[src/rtl/instr_enc_loader.sv]
// rtl/instr_enc_loader.sv - encodes instruction requests and streams them into instruction memory
module instr_enc_fifo #(
  parameter int W = 33
) (
  input  logic         clk,
  input  logic         reset,
  input  logic         clear,
  input  logic         push,
  input  logic [W-1:0] push_data,
  input  logic         pop,
  output logic [W-1:0] head,
  output logic         empty,
  output logic         full,
  output logic [2:0]   count
);
  logic [W-1:0] mem [4];
  logic [1:0]   wr_ptr;
  logic [1:0]   rd_ptr;
  logic         push_ok;
  logic         pop_ok;

  assign empty   = (count == 3'd0);
  assign full    = (count == 3'd4);
  assign push_ok = push & ~full;
  assign pop_ok  = pop & ~empty;
  assign head    = mem[rd_ptr];

  always_ff @(posedge clk or negedge reset) begin
    if (!reset) begin
      wr_ptr <= 2'd0;
      rd_ptr <= 2'd0;
      count  <= 3'd0;
    end else if (clear) begin
      wr_ptr <= 2'd0;
      rd_ptr <= 2'd0;
      count  <= 3'd0;
    end else begin
      if (push_ok) wr_ptr <= wr_ptr + 2'd1;
      if (pop_ok)  rd_ptr <= rd_ptr + 2'd1;
      case ({push_ok, pop_ok})
        2'b10:   count <= count + 3'd1;
        2'b01:   count <= count - 3'd1;
        default: count <= count;
      endcase
    end
  end

  always_ff @(posedge clk) begin
    if (push_ok) mem[wr_ptr] <= push_data;
  end
endmodule

module instr_enc_loader (
  input  logic        clk,
  input  logic        reset,
  input  logic        req_valid,
  output logic        req_ready,
  input  logic [3:0]  req_kind,
  input  logic [4:0]  req_rs,
  input  logic [4:0]  req_rt,
  input  logic [4:0]  req_rd,
  input  logic [15:0] req_imm,
  input  logic [25:0] req_index,
  input  logic        req_last,
  output logic        im_we,
  input  logic        im_ready,
  output logic [31:0] im_addr,
  output logic [31:0] im_wdata,
  output logic [12:0] word_cnt,
  output logic        done,
  output logic        err,
  input  logic        restart
);
  localparam logic [1:0]  ST_LOAD  = 2'd0;
  localparam logic [1:0]  ST_DRAIN = 2'd1;
  localparam logic [1:0]  ST_DONE  = 2'd2;
  localparam logic [31:0] IM_BASE  = 32'h0000_3000;
  localparam logic [12:0] CAPACITY = 13'd4096;

  logic [1:0]  state;
  logic [1:0]  state_nxt;
  logic [31:0] enc_word;
  logic        enc_legal;
  logic        accept;
  logic        push;
  logic        pop;
  logic        cap_hit;
  logic        clear;
  logic        fifo_empty;
  logic        fifo_full;
  logic [2:0]  fifo_count;
  logic [32:0] fifo_head;
  logic [12:0] fill;

  always_comb begin
    enc_word  = 32'd0;
    enc_legal = 1'b1;
    case (req_kind)
      4'd0:    enc_word = {6'b000000, req_rs, req_rt, req_rd, 5'b00000, 6'b100000};
      4'd1:    enc_word = {6'b000000, req_rs, req_rt, req_rd, 5'b00000, 6'b100010};
      4'd2:    enc_word = {6'b000000, req_rs, 15'd0, 6'b001000};
      4'd3:    enc_word = {6'b001101, req_rs, req_rt, req_imm};
      4'd4:    enc_word = {6'b100011, req_rs, req_rt, req_imm};
      4'd5:    enc_word = {6'b101011, req_rs, req_rt, req_imm};
      4'd6:    enc_word = {6'b000100, req_rs, req_rt, req_imm};
      4'd7:    enc_word = {6'b001111, 5'd0, req_rt, req_imm};
      4'd8:    enc_word = {6'b000011, req_index};
      4'd9:    enc_word = {6'b110011, req_rs, req_rt, req_imm};
      4'd10:   enc_word = {6'b101101, req_rs, req_rt, req_imm};
      default: enc_legal = 1'b0;
    endcase
  end

  // Words already written plus words still queued must never exceed the memory window.
  assign fill      = word_cnt + {10'd0, fifo_count};
  assign req_ready = (state == ST_LOAD) & ~fifo_full & (fill < CAPACITY);
  assign accept    = req_valid & req_ready;
  assign push      = accept & enc_legal;
  assign cap_hit   = push & (fill == (CAPACITY - 13'd1));
  assign im_we     = ~fifo_empty;
  assign im_wdata  = fifo_head[31:0];
  assign pop       = im_we & im_ready;
  assign clear     = (state == ST_DONE) & restart;
  assign im_addr   = IM_BASE + {17'd0, word_cnt, 2'b00};
  assign done      = (state == ST_DONE);

  instr_enc_fifo #(.W(33)) u_fifo (
    .clk       (clk),
    .reset     (reset),
    .clear     (clear),
    .push      (push),
    .push_data ({req_last, enc_word}),
    .pop       (pop),
    .head      (fifo_head),
    .empty     (fifo_empty),
    .full      (fifo_full),
    .count     (fifo_count)
  );

  // Popping the entry tagged last empties the queue, so DONE can follow without an idle cycle.
  always_comb begin
    state_nxt = state;
    case (state)
      ST_LOAD:  if (accept & (req_last | cap_hit)) state_nxt = ST_DRAIN;
      ST_DRAIN: if (fifo_empty | (pop & fifo_head[32])) state_nxt = ST_DONE;
      ST_DONE:  if (restart) state_nxt = ST_LOAD;
      default:  state_nxt = ST_LOAD;
    endcase
  end

  always_ff @(posedge clk or negedge reset) begin
    if (!reset) begin
      state    <= ST_LOAD;
      word_cnt <= 13'd0;
      err      <= 1'b0;
    end else begin
      state <= state_nxt;
      if (clear) begin
        word_cnt <= 13'd0;
        err      <= 1'b0;
      end else begin
        if (pop) word_cnt <= word_cnt + 13'd1;
        if (accept & (~enc_legal | cap_hit)) err <= 1'b1;
      end
    end
  end
endmodule

[config.mk]
export PLATFORM = sky130hd
export DESIGN_NAME = instr_enc_loader
export DESIGN_NICKNAME = d
export VERILOG_FILES = /design/src/rtl/instr_enc_loader.sv
export SDC_FILE = /design/constraint.sdc
export NUM_CORES = 1
export LEC_CHECK = 0
export CORE_ASPECT_RATIO = 0.8
export CORE_UTILIZATION = 55
export DETAILED_ROUTE_END_ITERATION = 7
export PLACE_DENSITY = 0.92
export SLEW_MARGIN = 30
export SYNTH_ARGS = -nofsm -noshare
export SYNTH_HDL_FRONTEND = slang
export SYNTH_SLANG_ARGS = --single-unit
[constraint.sdc]
create_clock -name clk -period 7.4 [get_ports clk]
set_input_delay 1.48 -clock clk [delete_from_list [all_inputs] [get_ports clk]]
set_output_delay 1.48 -clock clk [all_outputs]
set_load 0.005 [all_outputs]
# Word level (Yosys, flattened, before mapping)
# Memories as Yosys holds them, arrays and structs flattened.
# Index checks and enable logic that the tools add are counted.
# word_totals
input_bits,67
ff_bits,23
mem_count,1
ram_bits,132
wordCells,80
# memory_table
memory,words,word_bits,read_ports,rd_clocked_by_memory_dff,wr,line_no,rtl
u_fifo.mem,4,33,1,0,1,16,logic [W-1:0] mem [4];
# classes
n_bitwise,18
eq_ne,19
n_lt_le_gt_ge,1
n_addsub,7
muxes,18
n_reduce_logical,10
# ops
op,n
$pmux W32 S11,1
$mux W13,2
$add A14 B15 Y16 const A,1
$eq A4 B3 Y1 const B,4
$mux W2,7
$add A13 B1 Y13 const B,1
$add A13 B3 Y13,1
$eq A13 B12 Y1 const B,1
$lt A13 B13 Y1 const B,1
$and A1 B1 Y1,12
$eq A4 B4 Y1 const B,3
$reduce_or A11 Y1,1
$eq A4 B2 Y1 const B,2
$reduce_bool A2 Y1,4
$pmux W2 S3,1
$pmux W3 S2,1
$mux W1,5
$add A2 B1 Y2 const B,2
$eq A2 B1 Y1 const B,2
$eq A2 B2 Y1 const B,2
$eq A4 B1 Y1 const B,1
$logic_not A4 Y1,1
$ne A2 B1 Y1 const B,2
$add A3 B1 Y3 const B,1
other kinds (10),14

# Longest topological paths before layout
# Gate-level depths: netlist of run 1.
# depth
depth_word,11
ltp_mapped,12
mapped_depth_nobuf,11

# Modules after synthesis
# A second synthesis of run 1 with hierarchy kept.
# unflattened
cells_unflattened,498
hier_area_um2,7304.5
# by_module_without_submodules
mod,seq_area_each_um2,cells_each,area_each_um2,n_inst
instr_enc_fifo,4139.0,234,5295.1,1
instr_enc_loader,400.4,264,2009.4,1

# Worst setup path before layout of run 1
# Ideal clock, no wire load.
# synth_timing
path_type,register to output
start,register word_cnt[0]
end,output port req_ready
path_slack_ps,3995
path_stages_with_launch,8
t_arrival_ps,1925
path_cell_list,dfrtp_1 ha_1 inv_1 fa_1 nand2b_2 a2111oi_4 xor2_1 nor2_1
# synth_between
elab_chain_len,3
# synth_rtl
element,line_no,rtl
from (decl),69,"output logic [12:0] word_cnt,"
from (signal assigned),162,if (pop) word_cnt <= word_cnt + 13'd1;
$add A13 B3 Y13,115,"assign fill = word_cnt + {10'd0, fifo_count};"
$lt A13 B13 Y1,116,assign req_ready = (state == ST_LOAD) & ~fifo_full & (fill < CAPACITY);
$and A1 B1 Y1,116,
to (decl),57,"output logic req_ready,"
# Every way passes these cells.

# Final worst setup path of run 1
# Same ends and word-level chain as after synthesis.

==> run summary, run 1 <==
Reg2Reg Setup Slack - 3.52 ns
Worst Clk Skew - 0.00791 ns
vias - 4710
H-tree depth - 4
met3 Use GR - 5.86%
First-pass DRT Iterations - 5
Gate Count Post-Synth - 476
clock root buffer - clkbuf_16
M2 GR Usage - 46.6%
Reg power frac - 37.3%
Worst-Skew Late Latency - 0.43 ns
period utilisation layout - 62.0%
violation count after the first detailed-route iteration - 509
slack of the critical path - 2.81 ns
die height - 104 um
synth unique cells - 63
worst slack at placement - 2.68 ns
# resized after CTS - 0
CP Cell Sequence - ha_1 > inv_1 > fa_1 > nand2b_2 > a2111oi_4 > xor2_1 > nor2_1 > clkdlybuf4s50_1
final hold violations - 0
GRT Util Overall - 27.5%
Post-DP Area - 8480 um^2
initial core utilization - 57.6%
logic gate share of total power - 34.5%
Post-CTS Hold Buffers - 0
clock power share - 28.2%
HPWL after DPL - 10800 um
Residual DRC - 0
CP endpoint kind - primary output
Yosys reg bits - 155
startpoint types - flip-flop
DRT Wirelength - 17600 um
deepest clock path buffer count - 2
status - completed
DRT antenna net count - 0
Placed Cells incl. Taps - 747
critical path class - reg -> out
CP max stage cell - clkdlybuf4s50_1
fraction of layout cells with a size suffix above 1 - 15.8%
hold slack - 0.473 ns
die width - 130 um
Slew Viols, Final - 0
Pleak - 3.26 nW
CTS tree - built
Synth async-reset ratio - 14.8%
wire per inst - 22.6 um
final design instance area without fill - 9110 um^2
total gr overflow - 0
P&R area growth vs syn - 26.7%
crit-path max FO - 7
sequential share of the synthesized area - 63.1%
Cell Area, Synth - 7190 um^2
final setup violating endpoints - 0
vias in the first global route - 4787
Psw - 0.955 mW
GRT Max-Usage Layer - met2
postcts setup bufs - 0
Hold Crit Class - reg -> reg
Core Area - 12500 um^2
clock transition at the registers of the reported paths - 0.06 ns
final non-filler cell total - 779
slew margin rel. - 38.1%
final setup TNS - 0 ns
WP data arrival - 3.11 ns
minimum clock period - 4.59 ns
CP max stage delay - 0.52 ns
RSZ-0062 raised after global routing - no
Ys Warns - 0
overall power - 3.23 mW
GP Congestion - 0.891
port bufs - 129
Req. time, crit path - 5.92 ns
DR vias/cell - 6.05
Post-synth EDFFs - 132
Fmax achieved - 0.218 GHz
VDD IR max - 0.233 mV
syn_area_per_cell - 15.1 um^2
ANT cells - 0
Power Internal - 2.28 mW
CTS Buf Count - 17
Main synth FF type - edfxtp_1
Switching Share - 29.5%
DIE AREA - 13500 um^2
TritonCTS Sinks - 155
final net count - 674
total of max-cap violations - 0
worst slew pin tran - 0.929 ns
IO Pins - 148
largest net degree at the start of global routing - 36
Layout Utilization - 73.0%
global-route wire length before repair - 26500 um
GRT met1 Usage - 32.8%
initial antenna violation count - 0
PwrDens - 355 nW/um^2
row cnt - 36
[cell families after synthesis]
| kind of cell | share of synthesized area, % |
|---|---|
| buf+inv | 5.58 |
| other cells | 0.0521 |
| fa+ha+maj | 2.30 |
| simple gates | 7.65 |
| xor+xnor | 2.33 |
| compound gates | 7.92 |
| mux | 11.0 |
| flops | 63.1 |
[synthesized netlist by cell type (7+ instances only)]
| cell type | count | share of area (%) |
|---|---|---|
| xnor2_1 | 9 | 1.1 |
| inv_1 | 22 | 1.1 |
| nand2_1 | 26 | 1.4 |
| nor3_1 | 7 | 0.49 |
| edfxtp_1 | 132 | 55 |
| o21ai_0 | 10 | 0.70 |
| xor2_1 | 7 | 0.85 |
| clkbuf_1 | 12 | 0.63 |
| nor2_1 | 38 | 2.0 |
| a21oi_1 | 15 | 1.0 |
| buf_4 | 29 | 3.0 |
| a22o_1 | 14 | 1.7 |
| ha_1 | 10 | 1.7 |
| mux4_2 | 33 | 10 |
| dfrtp_1 | 23 | 8.0 |
[metal layers]
metal / vias to the layer above / wire, um
li1: 2018 / -
met1: 2355 / 6330
met2: 285 / 9340
met3: 52 / 1230
met4: 0 / 690
met5: - / 0
[cells in the final DEF (no fill, tap or decap), types with 5 or more instances in the layout]
cell             count
a222oi_1             5
nand2_1             26
o21ai_0             10
mux4_2              33
nor3_1               5
a22oi_1              5
a22o_1              14
xnor2_1              9
nand3_1              5
xor2_1               7
dfrtp_1             22
clkdlybuf4s50_1    128
conb_1              18
ha_1                10
edfxtp_1           132
inv_1               22
clkbuf_16           17
nor2_1              38
and2_2               6
a21oi_1             15
[layout make-up]
type | instances | area, um^2
Fill cell | 701 | 3370
Inverter | 22 | 82.6
Clock inverter | 14 | 193
Clock buffer | 18 | 429
Timing Repair Buffer | 133 | 1320
Tap cell | 171 | 214
Sequential cell | 155 | 4540
Multi-Input combinational cell | 266 | 2330
[power by group through the flow]
stage | combinational, mW | clock (mW) | sequential [mW]
final | 1.12 | 0.913 | 1.21
after global routing | 1.19 | 0.957 | 1.22
after CTS | 1.12 | 0.920 | 1.20
after detailed placement | 1.10 | 0 | 1.21
after global placement | 1.05 | 0 | 1.20
after floorplan | 0.651 | 0 | 1.18
[state kept, by name, summed over array words and instances (netlist names)]
register,count
u_fifo.mem,132
word_cnt,13
u_fifo.count,3
state,2
u_fifo.rd_ptr,2
u_fifo.wr_ptr,2
err,1
[final timing paths]
path,start,end,cells past startpoint
worst max-delay path,word_cnt[0],req_ready,8
worst min-delay path,state[1],state[0],1
max in group asynchronous,reset,u_fifo.rd_ptr[0],1
worst min register to register,state[1],state[0],1
worst max register to register,word_cnt[0],u_fifo.mem[0][31],7
min in group asynchronous,reset,word_cnt[9],1
[worst max-delay path: cells and delay by family, from the launching register on]
kind                       cells  cell delay [ns]
adders and majority gates      2             0.61
AOI/OAI and AO/OA              1             0.47
DFF                            1             0.48
and+or+nand+nor                2             0.39
buffers and inverters          2             0.57
xor gates and xnor gates       1             0.16
(Power assumes the default switching activity.)
==> run 2, diff against run 1 <==
--- a/config.mk
+++ b/config.mk
@@ -6,9 +6,9 @@
 export NUM_CORES = 1
 export LEC_CHECK = 0
 export CORE_ASPECT_RATIO = 0.8
-export CORE_UTILIZATION = 55
+export CORE_UTILIZATION = 52
 export DETAILED_ROUTE_END_ITERATION = 7
-export PLACE_DENSITY = 0.92
+export PLACE_DENSITY = 0.88
 export SLEW_MARGIN = 30
 export SYNTH_ARGS = -nofsm -noshare
 export SYNTH_HDL_FRONTEND = slang
==> constraint.sdc (replaced) <==
create_clock -name clk -period 4.7 [get_ports clk]
set_input_delay 0.94 -clock clk [delete_from_list [all_inputs] [get_ports clk]]
set_output_delay 0.94 -clock clk [all_outputs]
set_load 0.005 [all_outputs]
==> run summary, run 2 (synthesis results as in run 1) <==
CTS tree - built (unchanged)
ANT cells - 0 (unchanged)
final net count - 686 (was 674)
Req. time, crit path - 3.76 ns (was 5.92 ns)
final setup TNS - 0 ns (unchanged)
GRT Util Overall - 22.7% (was 27.5%)
Reg power frac - 39.3% (was 37.3%)
largest net degree at the start of global routing - 35 (was 36)
CP max stage delay - 0.53 ns (was 0.52 ns)
DIE AREA - 14300 um^2 (was 13500 um^2)
clock power share - 25.3% (was 28.2%)
slack of the critical path - 0.698 ns (was 2.81 ns)
total of max-cap violations - 0 (unchanged)
fraction of layout cells with a size suffix above 1 - 17.1% (was 15.8%)
final non-filler cell total - 800 (was 779)
Layout Utilization - 67.3% (was 73.0%)
Biggest register - u_fifo.mem (unchanged)
Pleak - 3.28 nW (was 3.26 nW)
total gr overflow - 0 (unchanged)
Fmax achieved - 0.250 GHz
deepest clock path buffer count - 2 (unchanged)
P&R area growth vs syn - 26.8% (was 26.7%)
commonest non-fill, non-tap cells in the layout - 132 x edfxtp_1, 128 x clkdlybuf4s50_1, 38 x nor2_1, 33 x mux4_2, 26 x nand2_1 (unchanged)
hold slack - 0.488 ns (was 0.473 ns)
Post-DP Area - 8570 um^2 (was 8480 um^2)
die height - 107 um (was 104 um)
critical path class - reg -> out (unchanged)
vias - 4558 (was 4710)
hold path start - state[1] (unchanged)
H-tree depth - 4 (unchanged)
Power Internal - 3.40 mW (was 2.28 mW)
Placed Cells incl. Taps - 768 (was 747)
Hold Crit Class - reg -> reg (unchanged)
final hold violations - 0 (unchanged)
postcts setup bufs - 0 (unchanged)
clock root buffer - clkbuf_16 (unchanged)
port bufs - 129 (unchanged)
startpoint types - flip-flop (unchanged)
slew margin rel. - 50.1% (was 38.1%)
DRT antenna net count - 0 (unchanged)
period utilisation layout - 85.2%
IO Pins - 148 (unchanged)
Worst Clk Skew - 0.00731 ns (was 0.00791 ns)
worst slack at placement - 0.721 ns (was 2.68 ns)
WP data arrival - 3.06 ns (was 3.11 ns)
max reg flops - 132 (unchanged)
Slew Viols, Final - 0 (unchanged)
FF-to-FF path depth - 8 (was 7)
Buf/Inv on CP - 2 (unchanged)
global-route wire length before repair - 23700 um (was 26500 um)
wire per inst - 19.1 um (was 22.6 um)
GP Congestion - 0.830 (was 0.891)
CP Launch Point - u_fifo.count[0] (was word_cnt[0])
hold depth - 1 (unchanged)
status - completed (unchanged)
logic gate share of total power - 35.4% (was 34.5%)
TritonCTS Sinks - 155 (unchanged)
Worst-Skew Late Latency - 0.42 ns (was 0.43 ns)
DR vias/cell - 5.70 (was 6.05)
Post-CTS Hold Buffers - 0 (unchanged)
critical path's top delay family - adder cells (unchanged)
Core Area - 13600 um^2 (was 12500 um^2)
VDD IR max - 0.351 mV (was 0.233 mV)
CP Cell Sequence - ha_1 > inv_1 > fa_1 > nand2b_2 > a2111oi_4 > xor2_1 > nor2_1 > clkdlybuf4s50_1 (unchanged)
Crit path depth - 8 (unchanged)
minimum clock period - 4.00 ns
final design instance area without fill - 9120 um^2 (was 9110 um^2)
Psw - 1.49 mW (was 0.955 mW)
die width - 133 um (was 130 um)
worst slew pin tran - 0.727 ns (was 0.929 ns)
HPWL after DPL - 10500 um (was 10800 um)
clock transition at the registers of the reported paths - 0.06 ns (about the same)
vias in the first global route - 4509 (was 4787)
First-pass DRT Iterations - 5 (unchanged)
commonest non-fill, non-tap cell in the layout - edfxtp_1 (unchanged)
Top Registers - u_fifo.mem (132), word_cnt (13), u_fifo.count (3) (unchanged)
PwrDens - 536 nW/um^2 (was 355 nW/um^2)
# resized after CTS - 0 (unchanged)
initial antenna violation count - 0 (unchanged)
violation count after the first detailed-route iteration - 398 (was 509)
CP endpoint kind - primary output (unchanged)
r2r startpoint - u_fifo.count[0] (was word_cnt[0])
Residual DRC - 0 (unchanged)
RSZ-0062 raised after global routing - no (unchanged)
final setup violating endpoints - 0 (unchanged)
DRT Wirelength - 15300 um (was 17600 um)
CP max stage cell - clkdlybuf4s50_1 (unchanged)
Switching Share - 30.4% (was 29.5%)
CTS Buf Count - 17 (unchanged)
row cnt - 38 (was 36)
overall power - 4.89 mW (was 3.23 mW)
crit-path max FO - 7 (unchanged)
initial core utilization - 53.1% (was 57.6%)
## run 2: worst paths after layout
kind | endpoint | slack [ns]
worst max-delay path | req_ready | 0.70
worst min-delay path | state[0] | 0.49
worst max register to register | u_fifo.mem[2][28] | 0.96
worst min register to register | state[0] | 0.49
max in group asynchronous | u_fifo.rd_ptr[0] | 3.82
min in group asynchronous | state[0] | 0.50
## run 2: routing by layer
layer,share of wire [%],global-route usage (%),vias to the layer above
met2,48,37.0,230
met5,0,0,-
met4,1.0,6.82,0
li1,-,-,2049
met1,44,29.9,2259
met3,7.5,6.05,20
## run 2: cell type report
type	instances	area (um^2)
Clock buffer	18	429
Clock inverter	14	113
Fill cell	929	4430
Inverter	22	82.6
Multi-Input combinational cell	266	2320
Sequential cell	155	4540
Tap cell	180	225
Timing Repair Buffer	145	1410
## run 2: worst register-to-register path: stages, from the launching register on
cell and delay, ns:
dfrtp_1 0.48, ha_1 0.23, inv_1 0.06, fa_1 0.39, nand2b_2 0.23, a2111oi_4 0.44, mux2i_1 0.68, and2_2 0.67
buf_4 0.27
## run 2: power groups by stage
stage                     Combinational, mW  Clock [mW]  Sequential [mW]
after floorplan                        1.03           0             1.86
after global placement                 1.67           0             1.93
after detailed placement               1.72           0             1.95
after CTS                              1.74        1.25             1.92
after global routing                   1.86        1.31             1.95
final                                  1.73        1.24             1.92
